`src/rtl/slc3_psr_pkg.sv`:
```
// Shared PSR types, bit positions and condition-code helpers for cc_psr_unit.
// Optional same-cycle NZP forwarding is enabled in the top by defining CC_BYPASS_EN.
package slc3_psr_pkg;

   typedef struct packed {
      logic       priv;
      logic [2:0] pri;
      logic [2:0] nzp;
   } psr_t;

   localparam logic [2:0] CC_N = 3'b100;
   localparam logic [2:0] CC_Z = 3'b010;
   localparam logic [2:0] CC_P = 3'b001;

   localparam int PSR_PRIV   = 15;
   localparam int PSR_PRI_HI = 10;
   localparam int PSR_PRI_LO = 8;

   function automatic logic [2:0] nzp_of(input logic [15:0] word);
      logic n;
      logic z;
      n = word[15];
      z = (word == 16'h0000);
      return {n, z, ~n & ~z};
   endfunction

   // Any pattern that is not exactly one-hot collapses to Z so nzp stays legal.
   function automatic logic [2:0] cc_sanitize(input logic [2:0] cc);
      logic [2:0] res;
      case (cc)
         CC_N, CC_Z, CC_P: res = cc;
         default:          res = CC_Z;
      endcase
      return res;
   endfunction

endpackage

```
`src/rtl/psr_lifo.sv`:
```
// Saved-PSR stack for interrupt entry / RTI; caller guarantees push and pop are
// only asserted when accepted (not full / not empty) and never together.
module psr_lifo
   import slc3_psr_pkg::*;
#(
   parameter int STACK_DEPTH = 4
) (
   input  logic clk,
   input  logic rst_n,
   input  logic push_i,
   input  logic pop_i,
   input  psr_t wr_data_i,
   output psr_t top_o,
   output logic full_o,
   output logic empty_o
);

   localparam int OW = $clog2(STACK_DEPTH + 1);
   localparam int AW = (STACK_DEPTH > 1) ? $clog2(STACK_DEPTH) : 1;

   psr_t          mem_q [STACK_DEPTH];
   logic [OW-1:0] occ_q;
   logic [OW-1:0] occ_d;
   logic [AW-1:0] wr_idx;
   logic [AW-1:0] top_idx;

   assign wr_idx  = AW'(occ_q);
   assign top_idx = AW'(occ_q - OW'(1));
   assign full_o  = (occ_q == OW'(STACK_DEPTH));
   assign empty_o = (occ_q == '0);
   assign top_o   = mem_q[top_idx];

   always_comb begin
      occ_d = occ_q;
      if (pop_i)
         occ_d = occ_q - OW'(1);
      else if (push_i)
         occ_d = occ_q + OW'(1);
   end

   always_ff @(posedge clk or negedge rst_n) begin
      if (!rst_n)
         occ_q <= '0;
      else
         occ_q <= occ_d;
   end

   // Entry contents are don't-care after reset, so no reset on the storage.
   always_ff @(posedge clk) begin
      if (push_i)
         mem_q[wr_idx] <= wr_data_i;
   end

endmodule

```
`src/rtl/cc_psr_unit.sv`:
```
// SLC-3 PSR: NZP condition codes, privilege, priority and a saved-PSR stack.
// Define CC_BYPASS_EN to add the combinational nzp_fwd output.
module cc_psr_unit
   import slc3_psr_pkg::*;
#(
   parameter int DATA_W      = 16,
   parameter int STACK_DEPTH = 4
) (
   input  logic              clk,
   input  logic              reset,
   input  logic [DATA_W-1:0] bus_in,
   input  logic              ld_cc,
   input  logic              ld_psr,
   input  logic              push,
   input  logic              pop,
   input  logic [2:0]        int_pri,
   input  logic              err_clr,
   output logic [2:0]        nzp,
   output logic [15:0]       psr,
   output logic              stack_full,
   output logic              stack_empty,
   output logic              ovf_err,
   output logic              udf_err
`ifdef CC_BYPASS_EN
   ,
   output logic [2:0]        nzp_fwd
`endif
);

   psr_t        psr_q;
   psr_t        psr_d;
   psr_t        lifo_top;
   logic        ovf_q;
   logic        ovf_d;
   logic        udf_q;
   logic        udf_d;
   logic        lifo_push;
   logic        lifo_pop;
   logic        lifo_full;
   logic        lifo_empty;
   logic [15:0] cc_word;

   // Reduce the bus to a 16-bit word with the same sign and zero-ness.
   assign cc_word = {bus_in[DATA_W-1], 14'b0, |bus_in};

   psr_lifo #(.STACK_DEPTH(STACK_DEPTH)) u_lifo (
      .clk       (clk),
      .rst_n     (reset),
      .push_i    (lifo_push),
      .pop_i     (lifo_pop),
      .wr_data_i (psr_q),
      .top_o     (lifo_top),
      .full_o    (lifo_full),
      .empty_o   (lifo_empty)
   );

   always_comb begin
      psr_d     = psr_q;
      ovf_d     = ovf_q & ~err_clr;
      udf_d     = udf_q & ~err_clr;
      lifo_push = 1'b0;
      lifo_pop  = 1'b0;
      if (pop) begin
         if (lifo_empty) begin
            udf_d = 1'b1;
         end else begin
            lifo_pop = 1'b1;
            psr_d    = lifo_top;
         end
      end else if (push) begin
         if (lifo_full) begin
            ovf_d = 1'b1;
         end else begin
            lifo_push = 1'b1;
            psr_d.priv = 1'b0;
            psr_d.pri  = int_pri;
         end
      end else if (ld_psr) begin
         psr_d.priv = bus_in[PSR_PRIV];
         psr_d.pri  = bus_in[PSR_PRI_HI:PSR_PRI_LO];
         psr_d.nzp  = cc_sanitize(bus_in[2:0]);
      end else if (ld_cc) begin
         psr_d.nzp = nzp_of(cc_word);
      end
   end

   always_ff @(posedge clk or negedge reset) begin
      if (!reset) begin
         psr_q <= '{priv: 1'b0, pri: 3'b000, nzp: CC_Z};
         ovf_q <= 1'b0;
         udf_q <= 1'b0;
      end else begin
         psr_q <= psr_d;
         ovf_q <= ovf_d;
         udf_q <= udf_d;
      end
   end

   assign nzp         = psr_q.nzp;
   assign psr         = {psr_q.priv, 4'b0, psr_q.pri, 5'b0, psr_q.nzp};
   assign stack_full  = lifo_full;
   assign stack_empty = lifo_empty;
   assign ovf_err     = ovf_q;
   assign udf_err     = udf_q;

`ifdef CC_BYPASS_EN
   assign nzp_fwd = psr_d.nzp;
`endif

endmodule
```
`config.mk`:
```
export PLATFORM = sky130hd
export DESIGN_NAME = cc_psr_unit
export DESIGN_NICKNAME = d
export VERILOG_FILES = /design/src/rtl/slc3_psr_pkg.sv /design/src/rtl/psr_lifo.sv /design/src/rtl/cc_psr_unit.sv
export SDC_FILE = /design/constraint.sdc
export NUM_CORES = 1
export LEC_CHECK = 0
export CAP_MARGIN = 15
export CORE_ASPECT_RATIO = 0.9
export CORE_MARGIN = 2
export CORE_UTILIZATION = 35
export DETAILED_ROUTE_END_ITERATION = 10
export SETUP_SLACK_MARGIN = 0.3
export SLEW_MARGIN = 20
export SYNTH_ARGS = -nofsm -noshare
export SYNTH_HDL_FRONTEND = slang
export SYNTH_HIERARCHICAL = 1
export SYNTH_SLANG_ARGS = --single-unit
```
`constraint.sdc`:
```
create_clock -name clk -period 2.21 [get_ports clk]
set_input_delay 0.3315 -clock clk [delete_from_list [all_inputs] [get_ports clk]]
set_output_delay 0.3315 -clock clk [all_outputs]
set_load 0.1 [all_outputs]
```
==> results.ini, run 1 <==
[setup_path]
timing.reg2reg.setup_slack_ns=0.40
crit_start=u_lifo/occ_q[1]
path_cells=inv_1, ha_4, and2_2, nor3b_4, and2_4
critPathKind=register to register
ff2ff_path_depth=5
worst_setup_path_end_kind=register
arrival_ns=1.80
cp_slowest_stage_delay_ns=0.35
worstPathRequired_ns=2.20
r2r-start=u_lifo/occ_q[1]
worst_path_max_delay_cell=dfrtp_1
cp_max_fo=7
r2r_end=u_lifo/mem_q[2][1]
startpoint_type=register
cp-endpoint=u_lifo/mem_q[2][1]

[place]
post_dp_cell_area_um2=2450
portBuffers=39
place_inst=245
pre_cts_ws_ns=0.106
gp_congestion=0.779
hpwl_mm=3.17

[cts]
cts_tree=yes
cts_root_buf=clkbuf_8
clkTransAtPathRegs_ns=0.07
clk_latency_ns=0.29
ctsLongestPathBuffers=2
cts.sinks=40
numCtsBuffers=5
htree_levels=2
ctsHoldBuffers=0

[route]
vias=1235
wl_mm=4.25
drtAntennaViolNets=0
drt-pass1-iter-count=4
drc=0
wire_per_inst_um=16.7
first_iter_violations=81
vias_per_cell=4.86

[grt]
grt_max_degree=15
grt_overflow_total=0
grt_pass1_wl_mm=6.63
groute.usage.overall_pct=14.3
grt_pass1_vias=1243
antenna_found_initial=0

[floorplan]
coreArea_um2=5600
ioPinCount=49
die_area_um2=6350
rows=26
fp.dieW_um=83.7
die_h_um=75.8
start_util_pct=35.8

[layout]
seq_area_um2=1140
finalNetCount=215
num_antenna_cells=0
multiInputGateArea_um2=802
layout_commonest_cell=edfxtp_1
syn_to_final_growth_pct=27.4
mostFrequentLayoutCells=edfxtp_1 (28), clkdlybuf4s50_1 (25), buf_4 (16)
fillers=526
finalNonFillerCells=254
final_cell_area_um2=2550
drive_gt1_share_pct=29.3

[yosys]
synth-simple-area-share_pct=11.0
synth_area_um2=2000
ys_seq_area_share_pct=57.0
ys_top_cells_by_area=edfxtp_1 (42%), dfrtp_1 (14%), mux4_2 (7.9%)
synth_top_family_by_area=multiplexers
yosysUniqueCellTypes=41
synth_top_area_share_pct=42.0
avgSynthCellArea_um2=14.1
yosysWarningCount=6
synthAdderAreaFrac_pct=3.75
synth_edf_count=28
synth_mux_area_share_pct=12.1
async_reset_ff_share_pct=30.0
synth-seq-cells=40
synth-main-ff-cell=edfxtp_1
synth_compound_area_share_pct=7.50
synth_cells=142
synth_top_cell_by_area=edfxtp_1
synthXorXnorAreaFrac_pct=0.874

[sta]
setup_ws_ns=0.401
fmax_ghz=0.553
period_minus_slack_ns=1.81
finalCritPeriodShare_pct=81.8
final.setup.tns_ns=0
rsz0062_at_grt=false
slew_violations=0
final-hold-violation-count=0
skew_ns=0.00462
finalSetupViolCount=0
relSlewSlack_pct=59.5
worstMarginPinSlew_ns=0.606

[power]
power_density_nw_per_um2=1490
p_leak_nw=0.963
ir_drop_mv=1.32

[flow_run]
drv_cap=0

[min_path]
holdCritPathClass=input pin to async pin

[run_status]
status=finished clean

-- through the flow --
stage                     util [%]  hold slack, ns  total power, mW
final                         45.6           0.422             3.80
after global routing          45.6           0.455             3.98
after CTS                     45.6           0.437             3.85
after detailed placement      43.8           0.517             3.35
after global placement        43.8           0.514             3.30
after floorplan                  -          0.0359             2.86
-- cell families after synthesis --
kind of cell | Yosys count
flip-flops | 40
AND/OR/NAND/NOR | 36
buffers and inverters | 23
AO/OA/AOI/OAI | 19
multiplexers | 15
adder cells (fa/ha/maj) | 6
XOR/XNOR | 2
other | 1
-- worst min path at each step --
| stage | from | endpoint | slack (ns) | cells past startpoint |
|---|---|---|---|---|
| after global routing | reset | u_lifo/occ_q[1] | 0.46 | 1 |
| after global placement | ovf_err | ovf_err | 0.51 | 2 |
| final | reset | u_lifo/occ_q[1] | 0.42 | 1 |
| after detailed placement | ovf_err | ovf_err | 0.52 | 2 |
| after CTS | reset | u_lifo/occ_q[1] | 0.44 | 1 |
| after floorplan | reset | nzp[0] | 0.04 | 0 |
-- routing by layer --
metal / share of wire (%) / global-route usage [%] / up-vias / routed length, µm
met5: 0 / 0 / - / 0
li1: - / - / 590 / -
met4: 0.97 / 4.30 / 0 / 41
met2: 51 / 26.0 / 21 / 2190
met3: 2.8 / 3.68 / 5 / 120
met1: 45 / 17.2 / 619 / 1900
-- repair_timing --
action                                  4_1_cts  5_1_grt
setup buffers                                 1        0
gates resized for setup                       7        0
endpoints found under the setup margin       28        0
-- synthesized netlist by cell type (all sizes together) (2+ instances only) --
cell and count:
mux4 7, inv 6, nor2 5, a21oi 2, nor2b 2, edfxtp 28
o21ai 9, buf 16, xnor2 2, mux2i 4, nand3b 4, o31ai 2
ha 6, nor4 4, nand2 8, dfrtp 11, and2 6, mux2 4
-- sequential cells by signal, summed over array words and instances (netlist names) --
| name | flops |
|---|---|
| udf_err | 1 |
| psr | 4 |
| u_lifo/occ_q | 3 |
| nzp | 3 |
| ovf_err | 1 |
| u_lifo/mem_q | 28 |
-- worst max-delay path: cells and delay by family (launching register included) --
| family | cells | cell delay [ns] |
|---|---|---|
| flops | 1 | 0.35 |
| fa+ha+maj | 1 | 0.17 |
| simple gates | 3 | 0.89 |
| buf+inv | 1 | 0.09 |
-- area by class of cell --
cell class | count | area share, %
Sequential cell | 40 | 44.8
Multi-Input combinational cell | 87 | 31.4
Timing Repair Buffer | 43 | 16.1
Tap cell | 70 | 3.43
Clock buffer | 7 | 2.99
Inverter | 6 | 1.08
Clock inverter | 1 | 0.196
-- where the power goes --
group | internal, mW | total (mW) | switching (mW)
Clock | 0.221 | 0.460 | 0.239
Combinational | 0.701 | 2.12 | 1.41
Sequential | 1.06 | 1.22 | 0.167
Total | 1.98 | 3.80 | 1.82
Power figures use the tool's default switching activity.
==> inputs of run 2 (changes only) <==
Clock period 2.21 ns to 1.9 ns, I/O delays scaled along.
==> results.ini, run 2 (synthesis results as in run 1) <==
[layout]
largest_reg_flops=28
num_antenna_cells=0
layout_commonest_cell=edfxtp_1
finalNetCount=228
fin_util_pct=49.8
drive_gt1_share_pct=38.6
top_register=u_lifo/mem_q
fillers=486
mostFrequentLayoutCells=edfxtp_1 (28), clkdlybuf4s50_1 (25), buf_4 (21)
syn_to_final_growth_pct=39.2

[place]
hpwl_mm=3.10
pre_cts_ws_ns=-0.0385
gp_congestion=0.837
portBuffers=39

[sta]
slew_violations=0
finalCritPeriodShare_pct=89.7
fmax_ghz=0.587
skew_ns=0.00598
period_minus_slack_ns=1.70
worstMarginPinSlew_ns=0.597
setup_ws_ns=0.195
relSlewSlack_pct=60.1
final-hold-violation-count=0
rsz0062_at_grt=true
finalSetupViolCount=0

[route]
drc=0
wire_per_inst_um=15.6
wl_mm=4.17
drt-pass1-iter-count=4
vias_per_cell=4.76
drtAntennaViolNets=0
first_iter_violations=80
vias=1271

[floorplan]
start_util_pct=35.8
coreArea_um2=5600
die_h_um=75.8
ioPinCount=49
fp.dieW_um=83.7
rows=26
die_area_um2=6350

[grt]
grt_pass1_wl_mm=6.78
groute.usage.overall_pct=14.1
grt_pass1_vias=1331
grt_overflow_total=0
antenna_found_initial=0
grt_max_degree=15

[flow_run]
drv_cap=0

[power]
ir_drop_mv=1.26
p_leak_nw=1.07
power_density_nw_per_um2=1770

[cts]
cts_root_buf=clkbuf_8
ctsHoldBuffers=0
cts.sinks=40
numCtsBuffers=5
ctsLongestPathBuffers=2
clk_latency_ns=0.29
htree_levels=2
clkTransAtPathRegs_ns=0.08
cts_tree=yes

[setup_path]
r2r-start=u_lifo/occ_q[0]
crit_start=u_lifo/occ_q[0]
worst_setup_path_end_kind=register
cp_max_fo=7
startpoint_type=register
r2r_end=u_lifo/mem_q[3][0]
critPathKind=register to register
ff2ff_path_depth=6
worstPathRequired_ns=1.91
timing.reg2reg.setup_slack_ns=0.20
cp-endpoint=u_lifo/mem_q[3][0]
arrival_ns=1.72

[min_path]
holdCritPathClass=input pin to async pin

[run_status]
status=finished clean

run 2: changes by cell type in the layout (fill, tap and decap cells not counted), sizes merged:
cell,change
buf,+13
clkinv,-1
bufinv,+1
clkbuf,-2
inv,+1
clkinvlp,+1
run 2: report_power, final:
part	internal [mW]	leakage, nW	switching, mW
clock	0.395	0.0548	0.311
combinational	1.09	0.624	1.68
sequential	1.23	0.395	0.227
total	2.71	1.07	2.22
run 2: layout make-up:
cell class	instances	area, µm²	share of cell area [%]
Multi-Input combinational cell	87	827	29.7
Inverter	6	27.5	0.987
Sequential cell	40	1140	41.1
Clock buffer	5	68.8	2.47
Clock inverter	3	46.3	1.66
Tap cell	70	87.6	3.14
Timing Repair Buffer	56	586	21.0
run 2: worst min-delay path by stage:
stage / start / to / slack (ns) / cells after the start
6_report: reset / ovf_err / 0.36 / 1
3_5_place_dp: ovf_err / ovf_err / 0.52 / 2
4_1_cts: reset / psr[15] / 0.38 / 1
2_1_floorplan: reset / nzp[0] / -0.01 / 0
5_1_grt: reset / psr[15] / 0.40 / 1
3_3_place_gp: ovf_err / ovf_err / 0.52 / 2
run 2: timing repair:
| item | in CTS | in global routing |
|---|---|---|
| cloned | 0 | 0 |
| endpoints found under the setup margin | 37 | 38 |
| pin swaps | 5 | 5 |
| buffers inserted | 7 | 2 |
| resized for setup | 12 | 5 |
run 2: metrics by stage:
step           total power [mW]  setup TNS [ns]  instances  hold WS [ns]  area [µm²]
5_1_grt                    5.17               0        267         0.399        2790
3_5_place_dp               4.09          -0.268        250         0.517        2550
2_1_floorplan              3.32           -6.28        150       -0.0106        2090
4_1_cts                    4.94               0        265         0.378        2750
3_3_place_gp               4.05               0        250         0.515        2550
6_report                   4.94               0        267         0.365        2790
run 2: per-layer routing:
metal,vias to the layer above,GRT usage (%),wire [µm],share of wire [%]
met5,-,0,0,0
li1,613,-,-,-
met1,630,18.4,1850,44
met4,0,4.30,32,0.77
met3,7,3.03,111,2.7
met2,21,24.4,2180,52
run 2: worst max-delay path: stages (launching register included):
cell and delay [ns]:
dfrtp_1 0.40, inv_4 0.05, ha_4 0.16, and2_4 0.17, nor3b_4 0.31, and2_4 0.21
buf_8 0.12
==> inputs of run 3 (changes only) <==
Settings changed: ABC_AREA set to 1.
==> results.ini, run 3 <==
[route]
drt-pass1-iter-count=4
wl_mm=4.28
vias_per_cell=4.36
wire_per_inst_um=11.7
first_iter_violations=63
drtAntennaViolNets=0
drc=0
vias=1587

[sta]
final-hold-violation-count=0
hold-worst-slack_ns=0.366
rsz0062_at_grt=true
slew_violations=0
fmax_ghz=0.631
finalCritPeriodShare_pct=83.4
period_minus_slack_ns=1.59
skew_ns=0.00823
worstMarginPinSlew_ns=0.594
relSlewSlack_pct=60.3
final.setup.tns_ns=0
finalSetupViolCount=0

[flow_run]
drv_cap=0

[setup_path]
critical_path_depth=5
timing.reg2reg.setup_slack_ns=0.39
arrival_ns=1.30
startpoint_type=register
r2r_end=u_lifo/mem_q[2][6]
critical-path-top-delay-family=flip-flops
ff2ff_path_depth=7
worstPathBufferInverterCount=3
r2r-start=u_lifo/occ_q[0]
worst_path_max_delay_cell=dfrtp_1
worstPathRequired_ns=1.62
path_cells=inv_2, ha_4, nand2_2, clkinvlp_4, buf_12
cp_max_fo=3
critPathKind=register to output pin
cp_slowest_stage_delay_ns=0.39
worst_setup_path_end_kind=output pin

[yosys]
ys_top_cells_by_count=nand2_1 (92), edfxtp_1 (28), nor2_1 (27)
synth_edf_count=28
avgSynthCellArea_um2=8.84
synth-main-ff-cell=edfxtp_1
synth-seq-cells=40
ys_top_cells_by_area=edfxtp_1 (39%), nand2_1 (16%), dfrtp_1 (13%)
synth_top_area_share_pct=39.0
yosysMostFrequentCell=nand2_1
yosysUniqueCellTypes=26
synth_top_cell_by_area=edfxtp_1
synth_area_um2=2160
yosysWarningCount=6
async_reset_ff_share_pct=30.0
ys_seq_area_share_pct=53.0
synth_cells=244

[layout]
largest_reg_flops=28
drive_gt1_share_pct=24.0
num_antenna_cells=0
finalNetCount=323
top_register=u_lifo/mem_q
mostFrequentLayoutCells=nand2_1 (90), edfxtp_1 (28), clkdlybuf4s50_1 (25)
layout_commonest_cell=nand2_1
fin_util_pct=47.1
fillers=567
syn_to_final_growth_pct=32.1

[cts]
htree_levels=2
ctsLongestPathBuffers=2
cts.sinks=40
numCtsBuffers=5
cts_root_buf=clkbuf_8
clk_latency_ns=0.29
cts_tree=yes
clkTransAtPathRegs_ns=0.08

[grt]
grt_pass1_wl_mm=7.24
grt_pass1_vias=1575
antenna_found_initial=0
grt_overflow_total=0
groute.usage.overall_pct=14.0
grt_max_degree=25

[power]
power_mw=5.16
ir_drop_mv=0.857
p_leak_nw=1.29
power_density_nw_per_um2=1810

[floorplan]
coreArea_um2=6050
die_h_um=78.5
die_area_um2=6810
rows=27
start_util_pct=35.7
fp.dieW_um=86.8
ioPinCount=49

[place]
portBuffers=39
gp_congestion=0.773
hpwl_mm=3.36

[min_path]
holdCritPathClass=input pin to async pin

[run_status]
status=finished clean

## run 3: cell count changes after synthesis, moves of 7 or more
cell	before	now
inv_1	6	20
mux4_2	7	0
nand2_1	8	92
nand3_1	1	8
nor2_1	4	27
## run 3: logic make-up after synthesis
logic type | after synthesis | share of synthesized area (%)
compound gates | 20 | 7.42
flops | 40 | 53.0
buf+inv | 42 | 10.2
simple gates | 134 | 25.4
fa+ha+maj | 6 | 3.48
other cells | 1 | 0.174
xor+xnor | 1 | 0.406
## run 3: where the power goes
group          internal [mW]  total (mW)  leakage, nW  switching, mW
Sequential              1.24        1.47        0.398          0.229
Combinational          0.903        2.94        0.823           2.04
Clock                  0.463       0.750       0.0645          0.287
## run 3: layer usage
metal	track usage, %	vias to the layer above	routed length [µm]
met4	6.09	0	72
met3	2.00	6	149
met1	18.3	693	2050
li1	-	844	-
met5	0	-	0
met2	23.2	44	2000
## run 3: area by class of cell
cell class,count,area [µm²],area share (%)
inverter,26,111,3.91
sequential,40,1150,40.2
multi-input combinational,170,878,30.8
clock buffer,7,96.3,3.38
clock inverter,1,30.0,1.05
tap,72,90.1,3.16
timing repair buffer,48,498,17.5
## run 3: through the flow
step | cell area, µm² | instances | setup slack (ns)
after floorplan | 2250 | 252 | -0.0789
after detailed placement | 2680 | 351 | 0.235
final | 2850 | 364 | 0.315
after global routing | 2850 | 364 | 0.264
after CTS | 2830 | 362 | 0.302
after global placement | 2680 | 351 | 0.259
## run 3: repair_timing
action,CTS,global route
hold buffers,0,0
endpoints found under the setup margin,31,13
gates resized for setup,2,2
hold endpoints to repair,0,0
setup buffers,3,2
pin swaps,1,0
## run 3: worst max path at each step
stage	slack, ns	endpoint	from
floorplan	-0.08	u_lifo/mem_q[0][0]	u_lifo/occ_q[0]
finish	0.31	stack_full	u_lifo/occ_q[1]
CTS	0.30	stack_full	u_lifo/occ_q[1]
global placement	0.26	u_lifo/mem_q[1][1]	push
detailed placement	0.24	u_lifo/mem_q[2][2]	push
global route	0.26	stack_full	u_lifo/occ_q[0]
